## src/rtl/switch_allocator_rr_if.sv

```systemverilog
// rtl/switch_allocator_rr_if.sv - request/credit/crossbar bundle for the round-robin switch allocator
// Purpose : groups the input-buffer requests, downstream credits and the allocator's crossbar
//           select/enable and dequeue grant lines into one interface.
// Signals : valid, req_outport, req_vc, tail   per buffer, driven by the input buffers
//           credit_avail                         per (outport, VC), downstream credit state
//           reg_bank_claim                       freeze, blocks new locks
//           select, enable                       per (outport, VC), to the crossbar
//           grant                                per buffer, dequeue strobe
//           flit_count                           per outport, only with SA_PERF_COUNTERS_EN
// Modports: master = requester/credit side, slave = allocator.
// Config  : SA_PERF_COUNTERS_EN adds flit_count.
interface switch_allocator_rr_if #(
   parameter int NUM_BUFFERS  = 5,
   parameter int NUM_OUTPORTS = 5,
   parameter int NUM_VCS      = 2
);
   localparam int SELECT_SIZE = $clog2(NUM_BUFFERS) + int'(NUM_BUFFERS == 1);
   localparam int OUT_W       = (NUM_OUTPORTS > 1) ? $clog2(NUM_OUTPORTS) : 1;
   localparam int VC_W        = (NUM_VCS > 1) ? $clog2(NUM_VCS) : 1;

   logic [NUM_BUFFERS-1:0]                                valid;
   logic [NUM_BUFFERS-1:0][OUT_W-1:0]                     req_outport;
   logic [NUM_BUFFERS-1:0][VC_W-1:0]                      req_vc;
   logic [NUM_BUFFERS-1:0]                                tail;
   logic [NUM_OUTPORTS-1:0][NUM_VCS-1:0]                  credit_avail;
   logic                                                  reg_bank_claim;
   logic [NUM_OUTPORTS-1:0][NUM_VCS-1:0][SELECT_SIZE-1:0] select;
   logic [NUM_OUTPORTS-1:0][NUM_VCS-1:0]                  enable;
   logic [NUM_BUFFERS-1:0]                                grant;
`ifdef SA_PERF_COUNTERS_EN
   logic [NUM_OUTPORTS-1:0][15:0]                         flit_count;

   modport master (output valid, req_outport, req_vc, tail, credit_avail, reg_bank_claim,
                   input  select, enable, grant, flit_count);
   modport slave  (input  valid, req_outport, req_vc, tail, credit_avail, reg_bank_claim,
                   output select, enable, grant, flit_count);
`else
   modport master (output valid, req_outport, req_vc, tail, credit_avail, reg_bank_claim,
                   input  select, enable, grant);
   modport slave  (input  valid, req_outport, req_vc, tail, credit_avail, reg_bank_claim,
                   output select, enable, grant);
`endif
endinterface

```

## src/rtl/switch_allocator_rr.sv

```systemverilog
// rtl/switch_allocator_rr.sv - packet-level round-robin switch allocator for the chiplet switch
// Purpose : each (outport, VC) pair is locked by one input buffer from head to tail flit.
//           Idle pairs pick a new owner round-robin among requesting buffers; each outport
//           then picks one ready VC per cycle round-robin and drives the crossbar.
// Ports   : clk  clock
//           rst  asynchronous active-high reset
//           sa   switch_allocator_rr_if.slave (requests, credits, select/enable/grant)
// Config  : SA_PERF_COUNTERS_EN adds saturating per-outport transfer counters (sa.flit_count).
module switch_allocator_rr #(
   parameter int NUM_BUFFERS  = 5,
   parameter int NUM_OUTPORTS = 5,
   parameter int NUM_VCS      = 2
) (
   input  logic                 clk,
   input  logic                 rst,
   switch_allocator_rr_if.slave sa
);
   localparam int SELECT_SIZE = $clog2(NUM_BUFFERS) + int'(NUM_BUFFERS == 1);
   localparam int OUT_W       = (NUM_OUTPORTS > 1) ? $clog2(NUM_OUTPORTS) : 1;
   localparam int VC_W        = (NUM_VCS > 1) ? $clog2(NUM_VCS) : 1;

   typedef enum logic {PAIR_IDLE, PAIR_LOCKED} pair_state_e;

   pair_state_e                                           state_q [NUM_OUTPORTS][NUM_VCS];
   pair_state_e                                           state_d [NUM_OUTPORTS][NUM_VCS];
   logic [NUM_OUTPORTS-1:0][NUM_VCS-1:0][SELECT_SIZE-1:0] owner_q, owner_d;
   logic [NUM_OUTPORTS-1:0][NUM_VCS-1:0][SELECT_SIZE-1:0] pair_ptr_q, pair_ptr_d;
   logic [NUM_OUTPORTS-1:0][VC_W-1:0]                     vc_ptr_q, vc_ptr_d;
   logic [NUM_BUFFERS-1:0]                                busy;
   logic [NUM_OUTPORTS-1:0][NUM_VCS-1:0]                  ready;
   logic [NUM_OUTPORTS-1:0][NUM_VCS-1:0]                  enable;
   logic [NUM_BUFFERS-1:0]                                grant;

   // A buffer owning a lock is busy and may not compete for another pair.
   always_comb begin
      busy  = '0;
      ready = '0;
      for (int o = 0; o < NUM_OUTPORTS; o++) begin
         for (int v = 0; v < NUM_VCS; v++) begin
            if (state_q[o][v] == PAIR_LOCKED) begin
               busy[owner_q[o][v]] = 1'b1;
               ready[o][v]         = sa.valid[owner_q[o][v]] & sa.credit_avail[o][v];
            end
         end
      end
   end

   // Link arbitration. The two sweeps give indices at/after the pointer priority over
   // the wrapped-around ones, which is round-robin without a modulo on a variable index.
   always_comb begin
      logic found;
      found    = 1'b0;
      enable   = '0;
      vc_ptr_d = vc_ptr_q;
      for (int o = 0; o < NUM_OUTPORTS; o++) begin
         found = 1'b0;
         for (int pass = 0; pass < 2; pass++) begin
            for (int v = 0; v < NUM_VCS; v++) begin
               if (!found && ready[o][v] && (pass == 1 || VC_W'(v) >= vc_ptr_q[o])) begin
                  found        = 1'b1;
                  enable[o][v] = 1'b1;
                  vc_ptr_d[o]  = (v == NUM_VCS - 1) ? '0 : VC_W'(v + 1);
               end
            end
         end
      end
   end

   always_comb begin
      grant = '0;
      for (int o = 0; o < NUM_OUTPORTS; o++) begin
         for (int v = 0; v < NUM_VCS; v++) begin
            if (enable[o][v]) grant[owner_q[o][v]] = 1'b1;
         end
      end
   end

   // Pair FSM: release on an enabled tail flit, lock an idle pair to the round-robin winner.
   // A releasing pair is still LOCKED this cycle, so it re-locks no earlier than one edge later.
   always_comb begin
      logic found;
      found      = 1'b0;
      state_d    = state_q;
      owner_d    = owner_q;
      pair_ptr_d = pair_ptr_q;
      for (int o = 0; o < NUM_OUTPORTS; o++) begin
         for (int v = 0; v < NUM_VCS; v++) begin
            found = 1'b0;
            if (state_q[o][v] == PAIR_LOCKED) begin
               if (enable[o][v] && sa.tail[owner_q[o][v]]) begin
                  state_d[o][v] = PAIR_IDLE;
                  owner_d[o][v] = '0;
               end
            end else if (!sa.reg_bank_claim) begin
               for (int pass = 0; pass < 2; pass++) begin
                  for (int b = 0; b < NUM_BUFFERS; b++) begin
                     if (!found && sa.valid[b] && !busy[b] &&
                         sa.req_outport[b] == OUT_W'(o) && sa.req_vc[b] == VC_W'(v) &&
                         (pass == 1 || SELECT_SIZE'(b) >= pair_ptr_q[o][v])) begin
                        found            = 1'b1;
                        state_d[o][v]    = PAIR_LOCKED;
                        owner_d[o][v]    = SELECT_SIZE'(b);
                        pair_ptr_d[o][v] = (b == NUM_BUFFERS - 1) ? '0 : SELECT_SIZE'(b + 1);
                     end
                  end
               end
            end
         end
      end
   end

   always_ff @(posedge clk or posedge rst) begin
      if (rst) begin
         for (int o = 0; o < NUM_OUTPORTS; o++) begin
            for (int v = 0; v < NUM_VCS; v++) begin
               state_q[o][v] <= PAIR_IDLE;
            end
         end
         owner_q    <= '0;
         pair_ptr_q <= '0;
         vc_ptr_q   <= '0;
      end else begin
         state_q    <= state_d;
         owner_q    <= owner_d;
         pair_ptr_q <= pair_ptr_d;
         vc_ptr_q   <= vc_ptr_d;
      end
   end

   assign sa.select = owner_q;
   assign sa.enable = enable;
   assign sa.grant  = grant;

`ifdef SA_PERF_COUNTERS_EN
   logic [NUM_OUTPORTS-1:0][15:0] flit_count_q, flit_count_d;

   always_comb begin
      flit_count_d = flit_count_q;
      for (int o = 0; o < NUM_OUTPORTS; o++) begin
         if ((|enable[o]) && flit_count_q[o] != 16'hFFFF) flit_count_d[o] = flit_count_q[o] + 16'd1;
      end
   end

   always_ff @(posedge clk or posedge rst) begin
      if (rst) flit_count_q <= '0;
      else     flit_count_q <= flit_count_d;
   end

   assign sa.flit_count = flit_count_q;
`endif
endmodule

```

## src/flat_wrapper.sv

```systemverilog
// flat-port wrapper written by rule: the top's interface ports become plain ports
module switch_allocator_rr_flat 
#(
   parameter int NUM_BUFFERS  = 5,
   parameter int NUM_OUTPORTS = 5,
   parameter int NUM_VCS      = 2
)
  (clk, rst, sa_valid, sa_req_outport, sa_req_vc, sa_tail, sa_credit_avail, sa_reg_bank_claim, sa_select, sa_enable, sa_grant);
  switch_allocator_rr_if #(.NUM_BUFFERS(NUM_BUFFERS), .NUM_OUTPORTS(NUM_OUTPORTS), .NUM_VCS(NUM_VCS)) sa_i ();
  input  logic clk;
  input  logic rst;
  input wire logic [$bits(sa_i.valid)-1:0] sa_valid;
  input wire logic [$bits(sa_i.req_outport)-1:0] sa_req_outport;
  input wire logic [$bits(sa_i.req_vc)-1:0] sa_req_vc;
  input wire logic [$bits(sa_i.tail)-1:0] sa_tail;
  input wire logic [$bits(sa_i.credit_avail)-1:0] sa_credit_avail;
  input wire logic [$bits(sa_i.reg_bank_claim)-1:0] sa_reg_bank_claim;
  output wire logic [$bits(sa_i.select)-1:0] sa_select;
  output wire logic [$bits(sa_i.enable)-1:0] sa_enable;
  output wire logic [$bits(sa_i.grant)-1:0] sa_grant;
  assign sa_i.valid = sa_valid;
  assign sa_i.req_outport = sa_req_outport;
  assign sa_i.req_vc = sa_req_vc;
  assign sa_i.tail = sa_tail;
  assign sa_i.credit_avail = sa_credit_avail;
  assign sa_i.reg_bank_claim = sa_reg_bank_claim;
  assign sa_select = sa_i.select;
  assign sa_enable = sa_i.enable;
  assign sa_grant = sa_i.grant;
  switch_allocator_rr #(.NUM_BUFFERS(NUM_BUFFERS), .NUM_OUTPORTS(NUM_OUTPORTS), .NUM_VCS(NUM_VCS)) u_core (.clk(clk), .rst(rst), .sa(sa_i));
endmodule
```

## config.mk

```make
export PLATFORM = sky130hd
export DESIGN_NAME = switch_allocator_rr_flat
export DESIGN_NICKNAME = d
export VERILOG_FILES = /design/src/rtl/switch_allocator_rr_if.sv /design/src/rtl/switch_allocator_rr.sv /design/src/flat_wrapper.sv
export SDC_FILE = /design/constraint.sdc
export NUM_CORES = 1
export LEC_CHECK = 0
export ABC_AREA = 1
export CORE_ASPECT_RATIO = 1.1
export CORE_MARGIN = 2
export CORE_UTILIZATION = 30
export DETAILED_ROUTE_END_ITERATION = 8
export DONT_BUFFER_PORTS = 1
export SYNTH_ARGS = -nofsm -noshare
export SYNTH_HDL_FRONTEND = slang
export SYNTH_SLANG_ARGS = --single-unit
```

## constraint.sdc

```tcl
create_clock -name clk -period 2.8 [get_ports clk]
set_input_delay 0.42 -clock clk [delete_from_list [all_inputs] [get_ports clk]]
set_output_delay 0.42 -clock clk [all_outputs]
set_load 0.05 [all_outputs]
```

Word level (Yosys, flattened, before mapping)
Index checks and enable logic that the tools add are counted.
Cells by class
  magnitude comparators: 80
  equal/unequal tests: 40
  multiplexer cells: 760
  bitwise logic cells: 44
  reductions and logical operators: 631
Operators with widths (number)
  3-bit 2-to-1 mux: 230
  1-bit 2-to-1 mux: 480
  1-bit logical AND: 471
  1-bit zero test: 110
  11-bit nonzero test: 10
  5-bit 2-to-1 mux: 20
  10-bit nonzero test: 10
  5-bit OR: 18
  1-bit binary-select mux with 3-bit select: 20
  1-bit by 3-bit greater-or-equal comparator with 1-bit output, first input constant: 20
  2-bit by 3-bit greater-or-equal comparator with 1-bit output, first input constant: 20
  3-bit AND reduction: 20
  3-bit by 4-bit less-than comparator with 1-bit output, second input constant: 10
  1-bit demux with 3-bit select: 10
  3-bit by 2-bit equality test with 1-bit output, second input constant: 10
  3-bit by 1-bit greater-or-equal comparator with 1-bit output, second input constant: 10
  3-bit greater-or-equal comparator, first input constant: 10
  2-bit by 1-bit != test with 1-bit output, second input constant: 10
  2-bit != test, second input constant: 10
  4-bit nonzero test: 5
  1-bit inverter: 16
  3-bit by 1-bit equality test with 1-bit output, second input constant: 5
  3-bit equality test, second input constant: 5
  3-bit zero test: 5
  other kinds (2): 20
Word-level totals
  register bits after elaboration: 75
  output and inout port bits: 45
  word-level logic and storage cells: 1590

Depth between registers and ports, before layout
Gate-level depths: netlist (run 1).
  depth after elaboration: 107
  mapped depth: 20
  gate-level depth less buffers: 19

Worst setup path before layout (run 1)
Ideal clock, no wire load.
  path kind: register -> output
  from: register u_core.owner_q (netlist bit u_core.sa.select[24])
  to: output sa_grant[3]
  arrival: 2.658 ns
  setup slack: -0.278 ns
  cell stages (with the launch flop): 12
  cell sequence: dfrtp_1 > inv_1 > nor3_2 > inv_1 > o22ai_1 > o21ai_0 > nor2_1 > nand2_1 > nand2_1 > inv_1 > a221oi_1 > nand4_1
Between the ends
  longest elaborated chain between the ends: 17
  elaborated cells on any way between the ends: 27
Ends and longest elaborated chain
  from (decl): line switch_allocator_rr.sv:26  | logic [NUM_OUTPORTS-1:0][NUM_VCS-1:0][SELECT_SIZE-1:0] owner_q, owner_d;
  from (signal assigned): line switch_allocator_rr.sv:124  | owner_q <= owner_d;
  1-bit binary-select mux with 3-bit select *: line switch_allocator_rr.sv:42  | ready[o][v] = sa.valid[owner_q[o][v]] & sa.credit_avail[o][v];
  1-bit 2-to-1 mux (not written as such) *: line switch_allocator_rr.sv:42
  1-bit AND *: line switch_allocator_rr.sv:42
  1-bit 2-to-1 mux *: line switch_allocator_rr.sv:40  | if (state_q[o][v] == PAIR_LOCKED) begin
  1-bit logical AND: line switch_allocator_rr.sv:59  | if (!found && ready[o][v] && (pass == 1 || VC_W'(v) >= vc_ptr_q[o])) begin
  1-bit 2-to-1 mux: line switch_allocator_rr.sv:59
  1-bit zero test: line switch_allocator_rr.sv:59
  1-bit logical AND (2 in a row): line switch_allocator_rr.sv:59
  1-bit 2-to-1 mux: line switch_allocator_rr.sv:59
  1-bit zero test: line switch_allocator_rr.sv:59
  1-bit logical AND: line switch_allocator_rr.sv:59
  1-bit 2-to-1 mux: line switch_allocator_rr.sv:59
  1-bit zero test: line switch_allocator_rr.sv:59
  1-bit logical AND: line switch_allocator_rr.sv:59
  1-bit 2-to-1 mux *: line switch_allocator_rr.sv:59
  net sa_enable[9]: line flat_wrapper.sv:19  | output wire logic [$bits(sa_i.enable)-1:0] sa_enable;
  5-bit 2-to-1 mux *: line switch_allocator_rr.sv:73  | if (enable[o][v]) grant[owner_q[o][v]] = 1'b1;
  to (decl): line flat_wrapper.sv:20  | output wire logic [$bits(sa_i.grant)-1:0] sa_grant;
The timed path passes the listed nets; every way through them passes the cells marked *. The select of a mux whose other input is x is not followed.

Worst setup path after layout (run 1)
  from: register u_core.owner_q (netlist bit u_core.sa.select[5])
  to: output sa_grant[0]
Between the ends
  longest elaborated chain between the ends: 30
  elaborated cells on any way between the ends: 39
Ends and longest elaborated chain (line)
  1-bit binary-select mux with 3-bit select: switch_allocator_rr.sv:42
  1-bit 2-to-1 mux (not written as such): switch_allocator_rr.sv:42
  1-bit AND: switch_allocator_rr.sv:42
  1-bit 2-to-1 mux: switch_allocator_rr.sv:40
  1-bit logical AND (2 in a row): switch_allocator_rr.sv:59
  1-bit 2-to-1 mux: switch_allocator_rr.sv:59
  1-bit zero test: switch_allocator_rr.sv:59
  1-bit logical AND: switch_allocator_rr.sv:59
  [13 not listed]
  5-bit OR (no source line)
  5-bit 2-to-1 mux *: switch_allocator_rr.sv:73
  5-bit OR (no source line)
  5-bit 2-to-1 mux *: switch_allocator_rr.sv:73
  5-bit OR (no source line)
  5-bit 2-to-1 mux *: switch_allocator_rr.sv:73
  5-bit OR (no source line)
  5-bit 2-to-1 mux *: switch_allocator_rr.sv:73
Mark *: on every way between the ends. The rest lies on a longest branch, timed or not. The select of a mux whose other input is x is not followed.

==> flow_summary.json, run 1 <==
{
  "status": "finished with violations",
  "violations": "negative setup slack",
  "cp.required_ns": 2.38,
  "synthDistinctLibCells": 43,
  "hpwlAfterDp_mm": 26.2,
  "diodes": 0,
  "portBuffers": 0,
  "clk_latency_ns": 0.36,
  "gp_congestion": 0.990,
  "synthesis.nets": 1335,
  "p_int_mw": 4.64,
  "clock_skew_ns": 0.0124,
  "switchingPower_mw": 5.52,
  "max_cap_viol_count": 0,
  "die_height_um": 175,
  "clockBufferDepth": 2,
  "design_area_um2": 10100,
  "path_cells": "inv_4 > nand2_2 > nor2_2 > inv_2 > o221ai_2 > o21ai_1 > nor2_1 > nand2_2 > nand2_2 > clkinvlp_4 > a221oi_2 > nand3_2 > buf_8",
  "ant_nets": 0,
  "fmax_mhz": 345,
  "synth_area_leaders": "dfrtp_1 24%, nand2_1 13%, inv_1 8.1%",
  "drt-total-wl_mm": 32.9,
  "setup-tns-final_ns": -0.354,
  "cp_common_cell": "nand2_2",
  "core_area_um2": 26100,
  "critical_path.max_stage_delay_ns": 0.46,
  "cts_hold_buf": 0,
  "nNetsFinal": 1453,
  "seqCellArea_um2": 1910,
  "wl_per_cell_um": 18.6,
  "cts-root-buf": "clkbuf_16",
  "synth_seq_cells": 75,
  "clkTransAtPathRegs_ns": 0.07,
  "first_global_vias": 8939,
  "synthFlopType": "dfrtp_1",
  "power_frac_seq_pct": 23.0,
  "post-place-ws_ns": 0.133,
  "max_slew.worst_pin.slew_ns": 1.03,
  "dieWidth_um": 159,
  "pwr-share-comb_pct": 62.9,
  "worst_hold_slack_ns": 0.0101,
  "area_delta_synth_final_pct": 27.2,
  "via_per_inst": 5.37,
  "drive_gt1_share_pct": 26.1,
  "path_class": "reg -> out",
  "dr.pass1.iters": 5,
  "cts_tree": "done",
  "num_rows": 62,
  "syn_inst": 1292,
  "powerDensity_nw_per_um2": 1000,
  "slowest_stage": "dfrtp_2",
  "relSlewSlack_pct": 31.2,
  "period_share_pct": 103,
  "ys_seq_area_share_pct": 23.5,
  "p_sw_share_pct": 54.3,
  "synth.top_cell.area_share_pct": 23.5,
  "htreeDepth": 3,
  "netlist_area_um2": 7980,
  "min_path_type": "in -> async",
  "ys_warn_count": 0,
  "fill_cells": 2811,
  "fin_ws_ns": -0.0972,
  "synth-edff-count": 0,
  "peakVddDrop_mv": 0.586,
  "cp.arrival_ns": 2.48,
  "vias": 9493,
  "drv_slew": 0,
  "setup_viol": 5,
  "antenna_found_initial": 1,
  "drc": 0,
  "overflow": 0,
  "clock_sinks": 75,
  "power_frac_clock_pct": 14.0,
  "grt_pass1_wl_mm": 51.0,
  "io_pins": 88,
  "grt_start_max_net_pins": 32,
  "end_kind": "primary output",
  "p_leak_nw": 5.14,
  "dpl_cell_area_um2": 9120,
  "avgSynthCellArea_um2": 6.17,
  "grt_usage_pct": 23.5,
  "finalCriticalPeriod_ns": 2.90,
  "drt_iter0_markers": 856,
  "yosysTopAreaCell": "dfrtp_1",
  "cts_buffers": 9,
  "cp_max_fo": 5,
  "cp-start-kind": "register",
  "multiInputGateArea_um2": 5590,
  "synthArstFlopShare_pct": 100,
  "die-area_um2": 27900,
  "hold_viol_final": 0,
  "grt_setup_unrepaired": "yes",
  "initial_utilization_pct": 30.5
}
[kinds of logic (layout without fill, tap and decap cells)]
group / after synthesis / in the layout / share of synthesized area [%]
simple gates: 789 / 789 / 50.6
buf+inv: 223 / 346 / 11.2
flops: 75 / 75 / 23.5
compound gates: 205 / 205 / 14.7
[path summary, 6_finish.rpt]
| path | from | endpoint | slack, ns | cells after the start |
|---|---|---|---|---|
| setup / recovery | u_core.sa.select[5] | sa_grant[0] | -0.1 | 13 |
| hold / removal | rst | u_core.state_q[6] | 0.01 | 1 |
| setup reg to reg | u_core.sa.select[2] | u_core.sa.select[5] | 0.14 | 18 |
| hold reg to reg | u_core.vc_ptr_q[1] | u_core.vc_ptr_q[1] | 0.54 | 2 |
| max in group asynchronous | rst | u_core.sa.select[25] | 2.10 | 2 |
| min in group clk | sa_reg_bank_claim | u_core.sa.select[0] | 0.31 | 3 |
[critical path, delay by kind of cell, from the launching register on]
family          cells  cell delay (ns)
flops               1             0.46
simple gates        6             0.66
compound gates      3             0.52
buf+inv             4             0.46
[through the flow]
stage	power, mW	std cells	util (%)
after global routing	10.8	1767	38.8
after detailed placement	7.89	1713	34.9
after global placement	7.85	1713	34.9
after CTS	9.69	1751	37.4
final	10.2	1767	38.8
after floorplan	6.12	1292	-
[routing by layer]
metal / global-route usage [%] / share of wire (%) / vias to the layer above
li1: - / - / 4609
met1: 31.6 / 44 / 4441
met2: 37.7 / 45 / 385
met3: 5.29 / 8.3 / 56
met4: 6.93 / 2.5 / 2
met5: 0 / 0.039 / -
[cells in the mapped netlist, types with 3 or more instances]
cell / n
nor2_4: 14
nor3_1: 43
inv_1: 173
nand2_1: 281
nand4_2: 9
dfrtp_1: 75
o21ai_1: 28
buf_4: 4
a21oi_1: 56
buf_6: 4
o2111ai_1: 3
nor2_8: 3
nand3_1: 126
nand4_4: 7
o21ai_0: 53
nor3_2: 11
a221oi_1: 7
nand2_4: 5
buf_2: 12
inv_2: 17
o22ai_1: 29
nor2_2: 22
o211ai_1: 4
clkinv_1: 4
a31oi_1: 12
nand4_1: 68
a211oi_1: 4
nor2_1: 164
nand3b_1: 3
nand2_2: 14
clkbuf_1: 9
o221ai_1: 5
nand3_2: 13
[final cells by class]
cell class | instances | area share [%]
Timing Repair Buffer | 136 | 11.0
Sequential cell | 75 | 18.8
Tap cell | 352 | 4.34
Clock buffer | 9 | 2.22
Multi-Input combinational cell | 994 | 55.1
Clock inverter | 7 | 1.15
Inverter | 194 | 7.40
[cells in the final DEF, fill, tap and decap left out, types with 32 or more instances in the layout]
cell type  synthesis  layout
o21ai_1           28      32
nand3_1          126     118
dfrtp_1           75      48
a21oi_1           56      49
inv_1            173     156
nand4_1           68      68
nor2_1           164     150
o21ai_0           53      47
nor3_1            43      40
nand2_1          281     269
buf_4              4     123
[sequential cells by signal, indices dropped and copies added, names as in the netlist]
register and count:
u_core.vc_ptr_q 5, u_core.sa.select 30, u_core.pair_ptr_q 30, u_core.state_q 10
[power by group through the flow]
stage | Sequential, mW | Clock [mW] | Combinational (mW)
floorplan | 2.50 | 0 | 3.62
global placement | 2.25 | 0 | 5.60
detailed placement | 2.27 | 0 | 5.62
CTS | 2.27 | 1.45 | 5.97
global route | 2.42 | 1.49 | 6.91
finish | 2.34 | 1.43 | 6.40
[repair_timing]
item | in CTS | in global routing
setup endpoints to repair | 5 | 53
resized for setup | 49 | 63
pin swaps | 13 | 32
setup buffers | 22 | 16
(Power assumes the default switching activity.)
==> run 2, diff against run 1 <==
==> constraint.sdc (replaced) <==
create_clock -name clk -period 2.8 [get_ports clk]
set_input_delay 0.42 -clock clk [delete_from_list [all_inputs] [get_ports clk]]
set_output_delay 0.42 -clock clk [all_outputs]
set_load 0.005 [all_outputs]
==> flow_summary.json, run 2 (same netlist as run 1, synthesis figures left out) <==
{
  "status": "complete, no violations",
  "cp_common_cell": "nor2_1",
  "hpwlAfterDp_mm": 25.9,
  "cp.arrival_ns": 2.37,
  "nNetsFinal": 1418,
  "wl_per_cell_um": 18.9,
  "dieWidth_um": 159,
  "dp_cells": 1679,
  "cp-start-kind": "register",
  "area_delta_synth_final_pct": 22.8,
  "hold_viol_final": 0,
  "antenna_found_initial": 0,
  "p_leak_nw": 4.94,
  "portBuffers": 0,
  "cts_tree": "done",
  "ant_nets": 0,
  "rr_startpoint": "u_core.state_q[3]",
  "vias": 9433,
  "path_class": "reg -> out",
  "period_share_pct": 99.8,
  "grt_start_max_net_pins": 76,
  "finalCriticalPeriod_ns": 2.79,
  "slowest_stage": "dfrtp_2",
  "grt_pass1_wl_mm": 49.9,
  "cts-root-buf": "clkbuf_16",
  "die_height_um": 175,
  "diodes": 0,
  "grt_setup_unrepaired": "yes",
  "io_pins": 88,
  "worst_hold_slack_ns": 0.0395,
  "powerDensity_nw_per_um2": 904,
  "initial_utilization_pct": 30.5,
  "path_cells": "buf_4 > nor3_4 > inv_2 > o22ai_2 > nor2_1 > nor2_1 > nand2_1 > nand2_2 > buf_6 > clkinvlp_4 > a21oi_2 > nand4_1",
  "min_path_type": "in -> async",
  "cts_buffers": 9,
  "reg2reg_setup_slack_ns": 0.11,
  "via_per_inst": 5.45,
  "final_cell_mix": "266 x nand2_1, 158 x inv_1, 147 x nor2_1",
  "clkTransAtPathRegs_ns": 0.06,
  "core_area_um2": 26100,
  "power_mw": 8.85,
  "overflow": 0,
  "design_area_um2": 9790,
  "final_common_cell": "nand2_1",
  "finalNonFillerCells": 1732,
  "cp.depth": 12,
  "drv_slew": 0,
  "max_cap_viol_count": 0,
  "clockBufferDepth": 2,
  "drt-total-wl_mm": 32.8,
  "clk_latency_ns": 0.36,
  "final_core_util_pct": 37.5,
  "peakVddDrop_mv": 0.368,
  "cp.required_ns": 2.38,
  "drt_iter0_markers": 932,
  "max_slew.worst_pin.slew_ns": 0.839,
  "setup_viol": 0,
  "end_kind": "primary output",
  "htreeDepth": 3,
  "drc": 0,
  "path_delay_family": "simple AND/OR/NAND/NOR gates",
  "critical_path.max_stage_delay_ns": 0.49,
  "dr.pass1.iters": 5,
  "dpl_cell_area_um2": 8750,
  "fmax_mhz": 358,
  "relSlewSlack_pct": 43.9,
  "r2r_end": "u_core.pair_ptr_q[16]",
  "grt_usage_pct": 23.1,
  "endpoint": "sa_grant[4]",
  "crit_buf_inv": 4,
  "die-area_um2": 27900,
  "num_rows": 62,
  "cp_max_fo": 7,
  "clock_skew_ns": 0.0102,
  "clock_sinks": 75,
  "first_global_vias": 8790,
  "gp_congestion": 0.954,
  "startpoint": "u_core.sa.select[6]",
  "drive_gt1_share_pct": 23.8,
  "ff2ff_path_depth": 14
}
-- run 2: what timing repair did --
| action | CTS | global route |
|---|---|---|
| resized for setup | 41 | 94 |
| setup endpoints to repair | 5 | 32 |
| gates cloned | 0 | 1 |
| hold endpoints to repair | 0 | 0 |
| pin swaps | 2 | 36 |
| setup buffers | 3 | 33 |
| hold buffers | 0 | 0 |
-- run 2: power breakdown --
group          internal [mW]  switching (mW)  leakage, nW
Clock                  0.779           0.516        0.156
Sequential              1.56           0.876        0.935
Combinational           1.92            3.20         3.85
-- run 2: layer usage --
layer / vias up / wire length, um / global-route usage [%]
met5: - / 0 / 0
met4: 0 / 1320 / 9.24
met3: 103 / 3100 / 6.74
met2: 408 / 14800 / 37.6
met1: 4382 / 13600 / 28.8
li1: 4540 / - / -
-- run 2: area by class of cell --
cell class                 instances  area [um^2]
clock buffer                       9          225
clock inverter                     7         91.3
fill                            2862        16300
inverter                         194          753
multi-input combinational        995         5560
sequential                        75         1910
tap                              352          440
timing repair buffer             100          818
-- run 2: worst min path at each step --
stage | end | from
6_report | u_core.pair_ptr_q[6] | rst
3_5_place_dp | u_core.pair_ptr_q[6] | rst
3_3_place_gp | u_core.sa.select[8] | rst
5_1_grt | u_core.pair_ptr_q[6] | rst
2_1_floorplan | u_core.pair_ptr_q[28] | u_core.pair_ptr_q[28]
4_1_cts | u_core.pair_ptr_q[6] | rst
-- run 2: metrics by stage --
| step | worst slack [ns] | setup TNS, ns |
|---|---|---|
| 3_3_place_gp | 0.126 | 0 |
| 2_1_floorplan | 0.470 | 0 |
| 5_1_grt | -0.114 | -1.61 |
| 3_5_place_dp | 0.133 | 0 |
| 4_1_cts | -0.0170 | -0.0170 |
| 6_report | 0.00687 | 0 |
